File: src/rtl/flag_int_ctrl_if.sv
// rtl/flag_int_ctrl_if.sv - control-unit side bundle of the flag/interrupt controller
interface flag_int_ctrl_if #(
    parameter int SHADOW_DEPTH = 4
);
    localparam int DW = $clog2(SHADOW_DEPTH + 1);

    logic          intr;
    logic          c_in;
    logic          z_in;
    logic          flg_c_ld;
    logic          flg_z_ld;
    logic          flg_c_set;
    logic          flg_c_clr;
    logic          i_set;
    logic          i_clr;
    logic          instr_done;
    logic          retie;
    logic          int_ack;
    logic          int_req;
    logic          isr_ld;
    logic          c_flag;
    logic          z_flag;
    logic          i_flag;
    logic [DW-1:0] depth;
    logic          stk_err;

    modport master (
        output intr, c_in, z_in, flg_c_ld, flg_z_ld, flg_c_set, flg_c_clr,
               i_set, i_clr, instr_done, retie, int_ack,
        input  int_req, isr_ld, c_flag, z_flag, i_flag, depth, stk_err
    );

    modport slave (
        input  intr, c_in, z_in, flg_c_ld, flg_z_ld, flg_c_set, flg_c_clr,
               i_set, i_clr, instr_done, retie, int_ack,
        output int_req, isr_ld, c_flag, z_flag, i_flag, depth, stk_err
    );
endinterface

File: src/rtl/flag_int_ctrl.sv
// rtl/flag_int_ctrl.sv - C/Z/I flag owner with interrupt sequencing and {C,Z} shadow stack
module flag_int_ctrl #(
    parameter int SHADOW_DEPTH = 4
) (
    input  logic           clk,
    input  logic           reset,
    flag_int_ctrl_if.slave bus
);
    localparam int DW = $clog2(SHADOW_DEPTH + 1);
    localparam int SLOTS = 1 << DW;
    localparam logic [DW-1:0] DMAX = DW'(SHADOW_DEPTH);

    typedef enum logic [1:0] {IDLE, REQ, SAVE} state_t;

    state_t        state;
    logic          intr_q;
    logic          pending;
    logic          int_req;
    logic          isr_ld;
    logic          c_flag;
    logic          z_flag;
    logic          i_flag;
    logic [DW-1:0] depth;
    logic          stk_err;
    // Sized to the full depth-counter range so depth indexes it without truncation.
    logic [1:0]    stk [0:SLOTS-1];

    logic          rise;
    logic          entry;
    logic          pop;
    logic          full;
    logic          empty;
    logic [DW-1:0] top_idx;
    logic [1:0]    top;

    assign rise    = bus.intr & ~intr_q;
    assign entry   = (state == REQ) && bus.int_ack;
    assign pop     = (state == IDLE) && bus.retie;
    assign full    = (depth == DMAX);
    assign empty   = (depth == '0);
    assign top_idx = depth - DW'(1);
    assign top     = stk[top_idx];

    always_ff @(posedge clk or posedge reset) begin
        if (reset) begin
            state   <= IDLE;
            intr_q  <= 1'b0;
            pending <= 1'b0;
            int_req <= 1'b0;
            isr_ld  <= 1'b0;
            c_flag  <= 1'b0;
            z_flag  <= 1'b0;
            i_flag  <= 1'b0;
            depth   <= '0;
            stk_err <= 1'b0;
            for (int k = 0; k < SLOTS; k++) begin
                stk[k] <= 2'b00;
            end
        end else begin
            intr_q  <= bus.intr;
            pending <= rise | (pending & ~entry);

            case (state)
                IDLE: begin
                    if (pending && i_flag && bus.instr_done) begin
                        state   <= REQ;
                        int_req <= 1'b1;
                    end
                end
                REQ: begin
                    if (bus.int_ack) begin
                        state   <= SAVE;
                        int_req <= 1'b0;
                        isr_ld  <= 1'b1;
                    end
                end
                SAVE: begin
                    state  <= IDLE;
                    isr_ld <= 1'b0;
                end
                default: begin
                    state   <= IDLE;
                    int_req <= 1'b0;
                    isr_ld  <= 1'b0;
                end
            endcase

            // Entry and RETIE are mutually exclusive (REQ vs IDLE), so one depth update at most.
            if (entry) begin
                if (!full) begin
                    stk[depth] <= {c_flag, z_flag};
                    depth      <= depth + DW'(1);
                end else begin
                    stk_err <= 1'b1;
                end
            end
            if (pop) begin
                if (!empty) depth <= top_idx;
                else        stk_err <= 1'b1;
            end

            if (pop && !empty)      c_flag <= top[1];
            else if (bus.flg_c_clr) c_flag <= 1'b0;
            else if (bus.flg_c_set) c_flag <= 1'b1;
            else if (bus.flg_c_ld)  c_flag <= bus.c_in;

            if (pop && !empty)      z_flag <= top[0];
            else if (bus.flg_z_ld)  z_flag <= bus.z_in;

            if (entry)              i_flag <= 1'b0;
            else if (pop)           i_flag <= 1'b1;
            else if (bus.i_clr)     i_flag <= 1'b0;
            else if (bus.i_set)     i_flag <= 1'b1;
        end
    end

    assign bus.int_req = int_req;
    assign bus.isr_ld  = isr_ld;
    assign bus.c_flag  = c_flag;
    assign bus.z_flag  = z_flag;
    assign bus.i_flag  = i_flag;
    assign bus.depth   = depth;
    assign bus.stk_err = stk_err;
endmodule

File: src/flat_wrapper.sv
// flat-port wrapper written by rule: the top's interface ports become plain ports
module flag_int_ctrl_flat 
#(
    parameter int SHADOW_DEPTH = 4
)
  (clk, reset, bus_intr, bus_c_in, bus_z_in, bus_flg_c_ld, bus_flg_z_ld, bus_flg_c_set, bus_flg_c_clr, bus_i_set, bus_i_clr, bus_instr_done, bus_retie, bus_int_ack, bus_int_req, bus_isr_ld, bus_c_flag, bus_z_flag, bus_i_flag, bus_depth, bus_stk_err);
  flag_int_ctrl_if #(.SHADOW_DEPTH(SHADOW_DEPTH)) bus_i ();
  input  logic clk;
  input  logic reset;
  input wire logic [$bits(bus_i.intr)-1:0] bus_intr;
  input wire logic [$bits(bus_i.c_in)-1:0] bus_c_in;
  input wire logic [$bits(bus_i.z_in)-1:0] bus_z_in;
  input wire logic [$bits(bus_i.flg_c_ld)-1:0] bus_flg_c_ld;
  input wire logic [$bits(bus_i.flg_z_ld)-1:0] bus_flg_z_ld;
  input wire logic [$bits(bus_i.flg_c_set)-1:0] bus_flg_c_set;
  input wire logic [$bits(bus_i.flg_c_clr)-1:0] bus_flg_c_clr;
  input wire logic [$bits(bus_i.i_set)-1:0] bus_i_set;
  input wire logic [$bits(bus_i.i_clr)-1:0] bus_i_clr;
  input wire logic [$bits(bus_i.instr_done)-1:0] bus_instr_done;
  input wire logic [$bits(bus_i.retie)-1:0] bus_retie;
  input wire logic [$bits(bus_i.int_ack)-1:0] bus_int_ack;
  output wire logic [$bits(bus_i.int_req)-1:0] bus_int_req;
  output wire logic [$bits(bus_i.isr_ld)-1:0] bus_isr_ld;
  output wire logic [$bits(bus_i.c_flag)-1:0] bus_c_flag;
  output wire logic [$bits(bus_i.z_flag)-1:0] bus_z_flag;
  output wire logic [$bits(bus_i.i_flag)-1:0] bus_i_flag;
  output wire logic [$bits(bus_i.depth)-1:0] bus_depth;
  output wire logic [$bits(bus_i.stk_err)-1:0] bus_stk_err;
  assign bus_i.intr = bus_intr;
  assign bus_i.c_in = bus_c_in;
  assign bus_i.z_in = bus_z_in;
  assign bus_i.flg_c_ld = bus_flg_c_ld;
  assign bus_i.flg_z_ld = bus_flg_z_ld;
  assign bus_i.flg_c_set = bus_flg_c_set;
  assign bus_i.flg_c_clr = bus_flg_c_clr;
  assign bus_i.i_set = bus_i_set;
  assign bus_i.i_clr = bus_i_clr;
  assign bus_i.instr_done = bus_instr_done;
  assign bus_i.retie = bus_retie;
  assign bus_i.int_ack = bus_int_ack;
  assign bus_int_req = bus_i.int_req;
  assign bus_isr_ld = bus_i.isr_ld;
  assign bus_c_flag = bus_i.c_flag;
  assign bus_z_flag = bus_i.z_flag;
  assign bus_i_flag = bus_i.i_flag;
  assign bus_depth = bus_i.depth;
  assign bus_stk_err = bus_i.stk_err;
  flag_int_ctrl #(.SHADOW_DEPTH(SHADOW_DEPTH)) u_core (.clk(clk), .reset(reset), .bus(bus_i));
endmodule
File: config.mk
export PLATFORM = sky130hd
export DESIGN_NAME = flag_int_ctrl_flat
export DESIGN_NICKNAME = d
export VERILOG_FILES = /design/src/rtl/flag_int_ctrl_if.sv /design/src/rtl/flag_int_ctrl.sv /design/src/flat_wrapper.sv
export SDC_FILE = /design/constraint.sdc
export NUM_CORES = 1
export LEC_CHECK = 0
export ABC_AREA = 1
export CAP_MARGIN = 10
export CORE_ASPECT_RATIO = 1.25
export CORE_MARGIN = 1
export CORE_UTILIZATION = 57
export CTS_CLUSTER_SIZE = 8
export DETAILED_ROUTE_END_ITERATION = 10
export HOLD_SLACK_MARGIN = 0.05
export PLACE_DENSITY = 0.84
export SLEW_MARGIN = 20
export SYNTH_ARGS = -nofsm -noshare
export SYNTH_HDL_FRONTEND = slang
export SYNTH_SLANG_ARGS = --single-unit
File: constraint.sdc
create_clock -name clk -period 2.7 [get_ports clk]
set_input_delay 0.405 -clock clk [delete_from_list [all_inputs] [get_ports clk]]
set_output_delay 0.405 -clock clk [all_outputs]
set_load 0.01 [all_outputs]
==> results.cfg <==
[run_status]
status = finished, final reports clean

[pwr]
p_seq_frac = 0.376
p_per_area_nw_per_um2 = 1140
p_int_uw = 1150
sw_frac_of_total = 0.447
power_frac_comb = 0.477
power_uw = 2080
power_frac_clock = 0.147
leakage_uw = 0.000886
p_switching_uw = 927
irDropWorstVdd_mv = 0.673

[worst_setup_path]
setup.worst_path.class = reg -> reg
cp-start-kind = flip-flop
critical_path_required_ns = 2.97
crit_buf_inv = 2
path_cells = inv_2 > ha_1 > inv_1 > nor2_1 > o21ai_0 > nand3_1 > nand2_1 > a21oi_1
timing.rr.end = u_core.bus.c_flag
slowest_delay_ns = 0.71
crit_path_end_kind = flip-flop
slowest_stage = dfrtp_1
worst-r2r-setup-slack_ns = 0.54
crit_fanout = 13
cp.arrival_ns = 2.43
reg2reg_from = u_core.bus.depth[0]
rr_worst_depth = 8
crit_family = flip-flops

[timing]
worstMarginPinSlew_ns = 0.558
finalMaxSlewViolations = 0
fmax_mhz = 462
fin_skew_ns = 0.0121
setup_viol = 0
timing.final.crit_period_ns = 2.16
max_slew_margin = 0.628
finalHoldViolCount = 0
rsz0062_at_grt = no
period_share = 0.801
tns_ns = 0

[layout]
multiInputGateArea_um2 = 653
fill_cells = 201
layout-drive-gt1-share = 0.127
area_delta_synth_final_pct = 21.7
seq_area_um2 = 726
fin_nets = 221
n_antenna_cell = 0

[place]
gp_congestion = 0.996
place_hpwl_um = 2600
port_buffers = 22

[drt]
vias = 1315
drt-initial-drc-count = 51
wl_per_cell_um = 14.7
via_per_inst = 5.53
first_pass_iters = 4
drc = 0
wl_um = 3490
ant_nets = 0

[synthesis]
netlist_instances = 176
yosysSeqAreaShare = 0.486
synth-compound-area-share = 0.129
synth_mux_area_frac = 0
synth-simple-area-share = 0.266
synth_xor_area_frac = 0.0176
yosysTopAreaCellShare = 0.486
ys_ff_latch = 29
synth_area_leaders = dfrtp_1 (49%), nand2_1 (11%), o21ai_1 (5.4%)
synthAdderAreaFrac = 0.0251
synth_area_per_cell_um2 = 8.48
synth_cell_type_count = 24
ys.warnings.count = 0
syn_area_um2 = 1490
synth_top_family_by_area = simple AND/OR/NAND/NOR gates
syn_nets = 193
synth_area_leader_cell = dfrtp_1

[floorplan]
start_util = 0.609
die_area_um2 = 2830
num_io_pins = 23
core-area_um2 = 2450
dieHeight_um = 59.2
num_rows = 20
die_w_um = 47.8

[flow_run]
drv_cap = 0

[clock_tree]
cts_buffer_depth = 2
cts_sinks = 29
cts_buffers = 5
clkTransAtPathRegs_ns = 0.09
ctsRootBufferMaster = clkbuf_4
clkLatencyLatePin_ns = 0.34
hold_buffers = 0
cts-resized-gates = 0
h-tree-depth = 2
cts_tree = yes
post-cts-setup-buffers = 0

[min_path]
worstHoldPathType = in -> async

[grt]
grt_antenna_before_repair = 0
overflow = 0
grt_start_max_net_pins = 30
grt_pass1_wl_um = 5950
track_usage = 0.310
grt_pass1_vias = 1358
==> tightest hold or removal path, stage by stage <==
cell and delay [ns]:
clkdlybuf4s50_1 0.40, inv_1 0.05, buf_4 0.34
==> cells in the final DEF, fill, tap and decap left out, types with 2 or more instances in the layout <==
cell type and instances:
nand2_2 8, o211ai_1 3, nor2_8 2, o21ai_0 11
inv_1 21, o21ai_1 16, nor2_1 11, clkdlybuf4s50_1 22
a21oi_1 3, nand3_1 8, clkbuf_8 2, xor2_1 2
nand2_1 43, ha_1 3, dfrtp_1 29, clkbuf_4 5
nor3_1 2, a31oi_1 2, inv_2 3
==> registers in the layout (all words and copies together) (netlist names) <==
signal and cells:
u_core.bus.isr_ld 1, u_core.bus.depth 3, u_core.bus.stk_err 1, u_core.bus.int_req 1, u_core.bus.i_flag 1, u_core.stk 16
u_core.intr_q 1, u_core.bus.c_flag 1, u_core.bus.z_flag 1, u_core.pending 1, u_core.state 2
==> metal layers <==
metal  part of all wire  global-route usage  vias to the layer above  wire length [µm]
li1                   -                   -                      625                 -
met1               0.37               0.343                      622              1290
met2               0.55               0.502                       54              1900
met3              0.056              0.0823                       14               194
met4              0.030               0.198                        0               105
met5                  0                   0                        -                 0
==> worst max path at each step <==
stage,start,end,depth (start not counted)
final,u_core.bus.depth[0],u_core.bus.c_flag,8
after global placement,u_core.bus.depth[0],u_core.bus.c_flag,8
after floorplan,u_core.bus.depth[0],u_core.bus.c_flag,8
after CTS,u_core.bus.depth[0],bus_depth[0],1
after global routing,u_core.bus.depth[0],u_core.bus.c_flag,8
after detailed placement,u_core.bus.depth[0],u_core.bus.c_flag,8
==> kinds of logic (layout without fill, tap and decap cells) <==
logic type | Yosys count | count (layout)
AO/OA/AOI/OAI | 36 | 36
XOR/XNOR | 3 | 3
adder cells (fa/ha/maj) | 3 | 3
buffers and inverters | 27 | 56
flip-flops | 29 | 29
AND/OR/NAND/NOR | 78 | 78
==> power by group through the flow <==
stage	Clock (µW)	Sequential [µW]	Combinational [µW]
floorplan	0	734	691
global placement	0	771	928
detailed placement	0	783	972
CTS	308	775	982
global route	331	805	1100
finish	306	780	989
==> final cells by class <==
cell class / count / area share
inverter: 25 / 0.0544
sequential: 29 / 0.399
tap: 33 / 0.0227
clock inverter: 1 / 0.00275
clock buffer: 7 / 0.0358
multi-input combinational: 120 / 0.360
timing repair buffer: 23 / 0.125
==> stage by stage <==
step,worst slack (ns),instances,area [µm²],util,hold slack (ns)
3_3_place_gp,0.744,230,1750,0.712,0.409
6_report,0.538,238,1820,0.741,0.436
4_1_cts,0.591,238,1820,0.741,0.448
2_1_floorplan,1.22,176,1490,-,0.400
3_5_place_dp,0.646,230,1750,0.712,0.438
5_1_grt,0.371,238,1820,0.741,0.492
==> Yosys cell counts, drive strengths merged <==
cell type  count
nand4          1
a31oi          2
nand3         10
inv           24
xor2           2
clkinv         1
ha             3
nor3           2
o211ai         3
nand2         52
a21oi          3
o21bai         1
o21ai         27
buf            2
dfrtp         29
nor2          13
xnor2          1
No activity file was read; power rests on OpenSTA's default activity.
==> patch 1 (same settings) <==
Re-encode `state_t` (3 states) as one-hot, 3 bits wide.
--- a/src/rtl/flag_int_ctrl.sv
+++ b/src/rtl/flag_int_ctrl.sv
@@ -10,7 +10,7 @@
     localparam int SLOTS = 1 << DW;
     localparam logic [DW-1:0] DMAX = DW'(SHADOW_DEPTH);
 
-    typedef enum logic [1:0] {IDLE, REQ, SAVE} state_t;
+    typedef enum logic [2:0] {IDLE = 3'b001, REQ = 3'b010, SAVE = 3'b100} state_t;
 
     state_t        state;
     logic          intr_q;
Function: no difference found for any inputs over 10 cycles, from zero or initial values and one cycle with reset high; not proved beyond that.
==> patch 1 against the original RTL <==
Power fell by 3.2%. Synthesized area increased by 9.1%. Clock skew decreased by 0.0064 ns. Sequential power up 0.5%. Setup slack improved by 0.14 ns. Combinational power fell by 0.7%. Sequential cell count grew 1. Wire length fell by 6.0%. Cell area up 5.5%. Critical path type is now reg -> out. Utilization shrank 3.3 points.
==> patch 1: results <==
[synth]
synth_commonest_cells = 58 x nand2_1, 29 x dfrtp_1, 29 x inv_1
synth_seq_area_share_pct = 46.2
synth_cell_type_count = 27
synthesis.nets = 220
synth_xor_area_share_pct = 1.61

[route]
num_vias = 1320
wire_per_inst_um = 12.4
first_iter_violations = 31

[die]
fp.dieW_um = 49.8

[setup_path]
cpPeakStageDelay_ns = 0.65
worst-path-max-fanout = 12
r2r_slack_ns = 0.68
cp.buffers_inverters = 1
arrival_ns = 1.62

[status]
outcome = finished, final reports clean

[power_and_ir_drop]
vdd_drop_max_uv = 724
powerDensity_nw_per_um2 = 1050
p_leak_nw = 0.953

[sta]
whs_ns = 0.426
skew_ns = 0.00569
max_freq_ghz = 0.494

[cells_and_area]
fill_cells = 235
fin_nets = 247

[placement]
dp_slack_ns = 0.695
hpwl_mm = 2.47

[hold_path]
hold_path_class = reg -> reg

[grt]
grt_start_max_net_pins = 31
track_usage_pct = 25.0
## patch 1: power by group through the flow
stage	Sequential, mW	Combinational, mW	Clock [mW]
2_1_floorplan	0.747	0.736	0
3_3_place_gp	0.780	0.959	0
3_5_place_dp	0.791	0.982	0
4_1_cts	0.783	0.987	0.250
5_1_grt	0.807	1.12	0.269
6_report	0.784	0.982	0.242
## patch 1: per-stage QoR
step	util, %	area, µm²	std cells
6_report	70.8	1920	264
5_1_grt	70.8	1920	264
4_1_cts	70.8	1920	264
3_5_place_dp	69.2	1870	257
3_3_place_gp	69.2	1870	257
2_1_floorplan	-	1630	203
## patch 1: area by class of cell
cell class                      instances  share of cell area [%]
Sequential cell                        30                    39.2
Multi-Input combinational cell        138                    38.1
Timing Repair Buffer                   23                    11.9
Inverter                               32                    6.27
Clock buffer                            7                    2.35
Tap cell                               34                    2.22
## patch 1: cell families after synthesis
| logic type | count (synthesis) |
|---|---|
| AO/OA/AOI/OAI | 29 |
| XOR/XNOR | 3 |
| adder cells (fa/ha/maj) | 3 |
| buffers and inverters | 35 |
| flip-flops | 30 |
| AND/OR/NAND/NOR | 103 |
## patch 1: path summary, 6_finish.rpt
check                                    endpoint  cells past startpoint
worst min-delay path               u_core.pending                      1
max in group asynchronous         u_core.state[0]                      3
worst max register to register  u_core.bus.c_flag                      7
worst max-delay path                 bus_depth[0]                      1
min in group asynchronous           u_core.stk[6]                      3
worst min register to register     u_core.pending                      1
## patch 1: routing by layer
metal | GRT usage (%) | up-vias | routed length [µm] | part of all wire (%)
li1 | - | 685 | - | -
met1 | 26.9 | 602 | 1400 | 43
met2 | 44.2 | 23 | 1660 | 51
met3 | 6.57 | 10 | 107 | 3.3
met4 | 16.3 | 0 | 111 | 3.4
met5 | 0 | - | 0 | 0
==> patch 2 (config.mk and constraints unchanged) <==
Made on the original files. `SHADOW_DEPTH` is set to 4 in 3 places; all go to 8.
--- a/src/rtl/flag_int_ctrl_if.sv
+++ b/src/rtl/flag_int_ctrl_if.sv
@@ -1,6 +1,6 @@
 // rtl/flag_int_ctrl_if.sv - control-unit side bundle of the flag/interrupt controller
 interface flag_int_ctrl_if #(
-    parameter int SHADOW_DEPTH = 4
+    parameter int SHADOW_DEPTH = 8
 );
     localparam int DW = $clog2(SHADOW_DEPTH + 1);
 
--- a/src/rtl/flag_int_ctrl.sv
+++ b/src/rtl/flag_int_ctrl.sv
@@ -1,6 +1,6 @@
 // rtl/flag_int_ctrl.sv - C/Z/I flag owner with interrupt sequencing and {C,Z} shadow stack
 module flag_int_ctrl #(
-    parameter int SHADOW_DEPTH = 4
+    parameter int SHADOW_DEPTH = 8
 ) (
     input  logic           clk,
     input  logic           reset,
--- a/src/flat_wrapper.sv
+++ b/src/flat_wrapper.sv
@@ -1,7 +1,7 @@
 // flat-port wrapper written by rule: the top's interface ports become plain ports
 module flag_int_ctrl_flat 
 #(
-    parameter int SHADOW_DEPTH = 4
+    parameter int SHADOW_DEPTH = 8
 )
   (clk, reset, bus_intr, bus_c_in, bus_z_in, bus_flg_c_ld, bus_flg_z_ld, bus_flg_c_set, bus_flg_c_clr, bus_i_set, bus_i_clr, bus_instr_done, bus_retie, bus_int_ack, bus_int_req, bus_isr_ld, bus_c_flag, bus_z_flag, bus_i_flag, bus_depth, bus_stk_err);
   flag_int_ctrl_if #(.SHADOW_DEPTH(SHADOW_DEPTH)) bus_i ();
Interface: changed (resized bus_depth); port bits go from 23 to 24. No check against the original RTL was run, so the function may have changed too.
==> patch 2 against the original RTL <==
First-iteration DRC count increased by 59%. Critical path type is now reg -> out. Count of clock-buffer cells in the layout unchanged. Cell area increased by 48%. Synthesized area increased by 57%. Sequential share of layout area increased by 2.9 points. Sequential cell count increased by 17. Setup slack improved by 0.24 ns. Largest power group unchanged. Power increased by 45%. Wire length increased by 44%. Largest cell class unchanged.
==> patch 2: results <==
[setup_path]
arrival_ns = 1.52
r2r.worst_path.cells = 10
worst-path-max-fanout = 10
cpPeakStageDelay_ns = 0.62
slowest_stage = clkdlybuf4s50_1
critPathTopFamily = buffers and inverters
r2r_slack_ns = 0.81

[placement]
portBuffers = 23
dp_slack_ns = 0.719
hpwl_mm = 3.66

[cts]
cts-resized-gates = 0
path_clk_slew_ns = 0.08
clock-root-buffer = clkbuf_8
clock_latency_ns = 0.30
ctsHtreeMaxLevel = 2

[power_and_ir_drop]
p_leak_nw = 1.27

[synth]
synthTopCellsByArea = dfrtp_1 49%, nand2_1 15%, o21ai_0 8.9%
synthesis.nets = 318
synth_cell_type_count = 28
synth_seq_area_share_pct = 49.0
async_flop_share_pct = 100

[cells_and_area]
top_regs = u_core.stk (32), u_core.bus.depth (4), u_core.state (2)
n_antenna_cell = 0
drive_gt1_share_pct = 6.83

[status]
outcome = finished, final reports clean

[grt]
grt_start_max_net_pins = 47
grt_pass1_wl_mm = 8.44
grt_pass1_vias = 1834
track_usage_pct = 26.4

[sta]
skew_ns = 0.00999
whs_ns = 0.382
worst_pin_slew_ns = 0.561

[hold_path]
hold_path_class = reg -> reg

[route]
num_vias = 2054
## patch 2: changes by cell type after synthesis, moves of 4 or more
cell / delta
nand2_1: +53
o21ai_0: +31
nand3_1: +19
dfrtp_1: +17
o21ai_1: -16
inv_1: +10
nand2_2: -7
clkbuf_1: +5
nor2_1: +4
## patch 2: stage by stage
stage,instance area (µm²),std cells,util [%]
final,2690,376,69.3
after global routing,2690,376,69.3
after CTS,2690,376,69.3
after global placement,2610,369,67.4
after detailed placement,2610,369,67.4
after floorplan,2350,299,-
## patch 2: worst max-delay path by stage
stage / from / end / slack (ns) / cells after the start
2_1_floorplan: u_core.bus.depth[0] / u_core.bus.c_flag / 0.89 / 11
3_3_place_gp: bus_int_ack / u_core.stk[9] / 0.80 / 6
3_5_place_dp: bus_int_ack / u_core.stk[9] / 0.72 / 6
4_1_cts: u_core.bus.depth[2] / bus_depth[2] / 0.78 / 1
5_1_grt: u_core.bus.depth[1] / u_core.bus.c_flag / 0.62 / 10
6_report: u_core.bus.depth[2] / bus_depth[2] / 0.78 / 1
## patch 2: cells by family after synthesis
| family | Yosys count | synth area share, % |
|---|---|---|
| buffers and inverters | 46 | 8.09 |
| adders and majority gates | 5 | 2.66 |
| DFF | 46 | 49.0 |
| xor gates and xnor gates | 3 | 1.12 |
| AOI/OAI and AO/OA | 48 | 10.5 |
| and+or+nand+nor | 150 | 28.2 |
| muxes | 1 | 0.426 |
## patch 2: report_power, final
| part | switching (mW) | leakage (nW) | internal [mW] | total [mW] |
|---|---|---|---|---|
| Combinational | 0.927 | 0.648 | 0.555 | 1.48 |
| Clock | 0.208 | 0.0383 | 0.178 | 0.386 |
| Sequential | 0.195 | 0.586 | 0.950 | 1.15 |
| Total | 1.33 | 1.27 | 1.68 | 3.01 |
## patch 2: final cells by class
class | count | area, µm²
Clock buffer | 7 | 76.3
Fill cell | 337 | 1190
Inverter | 37 | 140
Multi-Input combinational cell | 207 | 1010
Sequential cell | 46 | 1150
Tap cell | 54 | 67.6
Timing Repair Buffer | 25 | 245
## patch 2: routing by layer
metal  track usage [%]  vias up  wire length (µm)
li1                  -      995                 -
met1              33.5      979              2120
met2              42.4       62              2480
met3              5.63       18               251
met4              12.7        0               176
met5                 0        -                 0
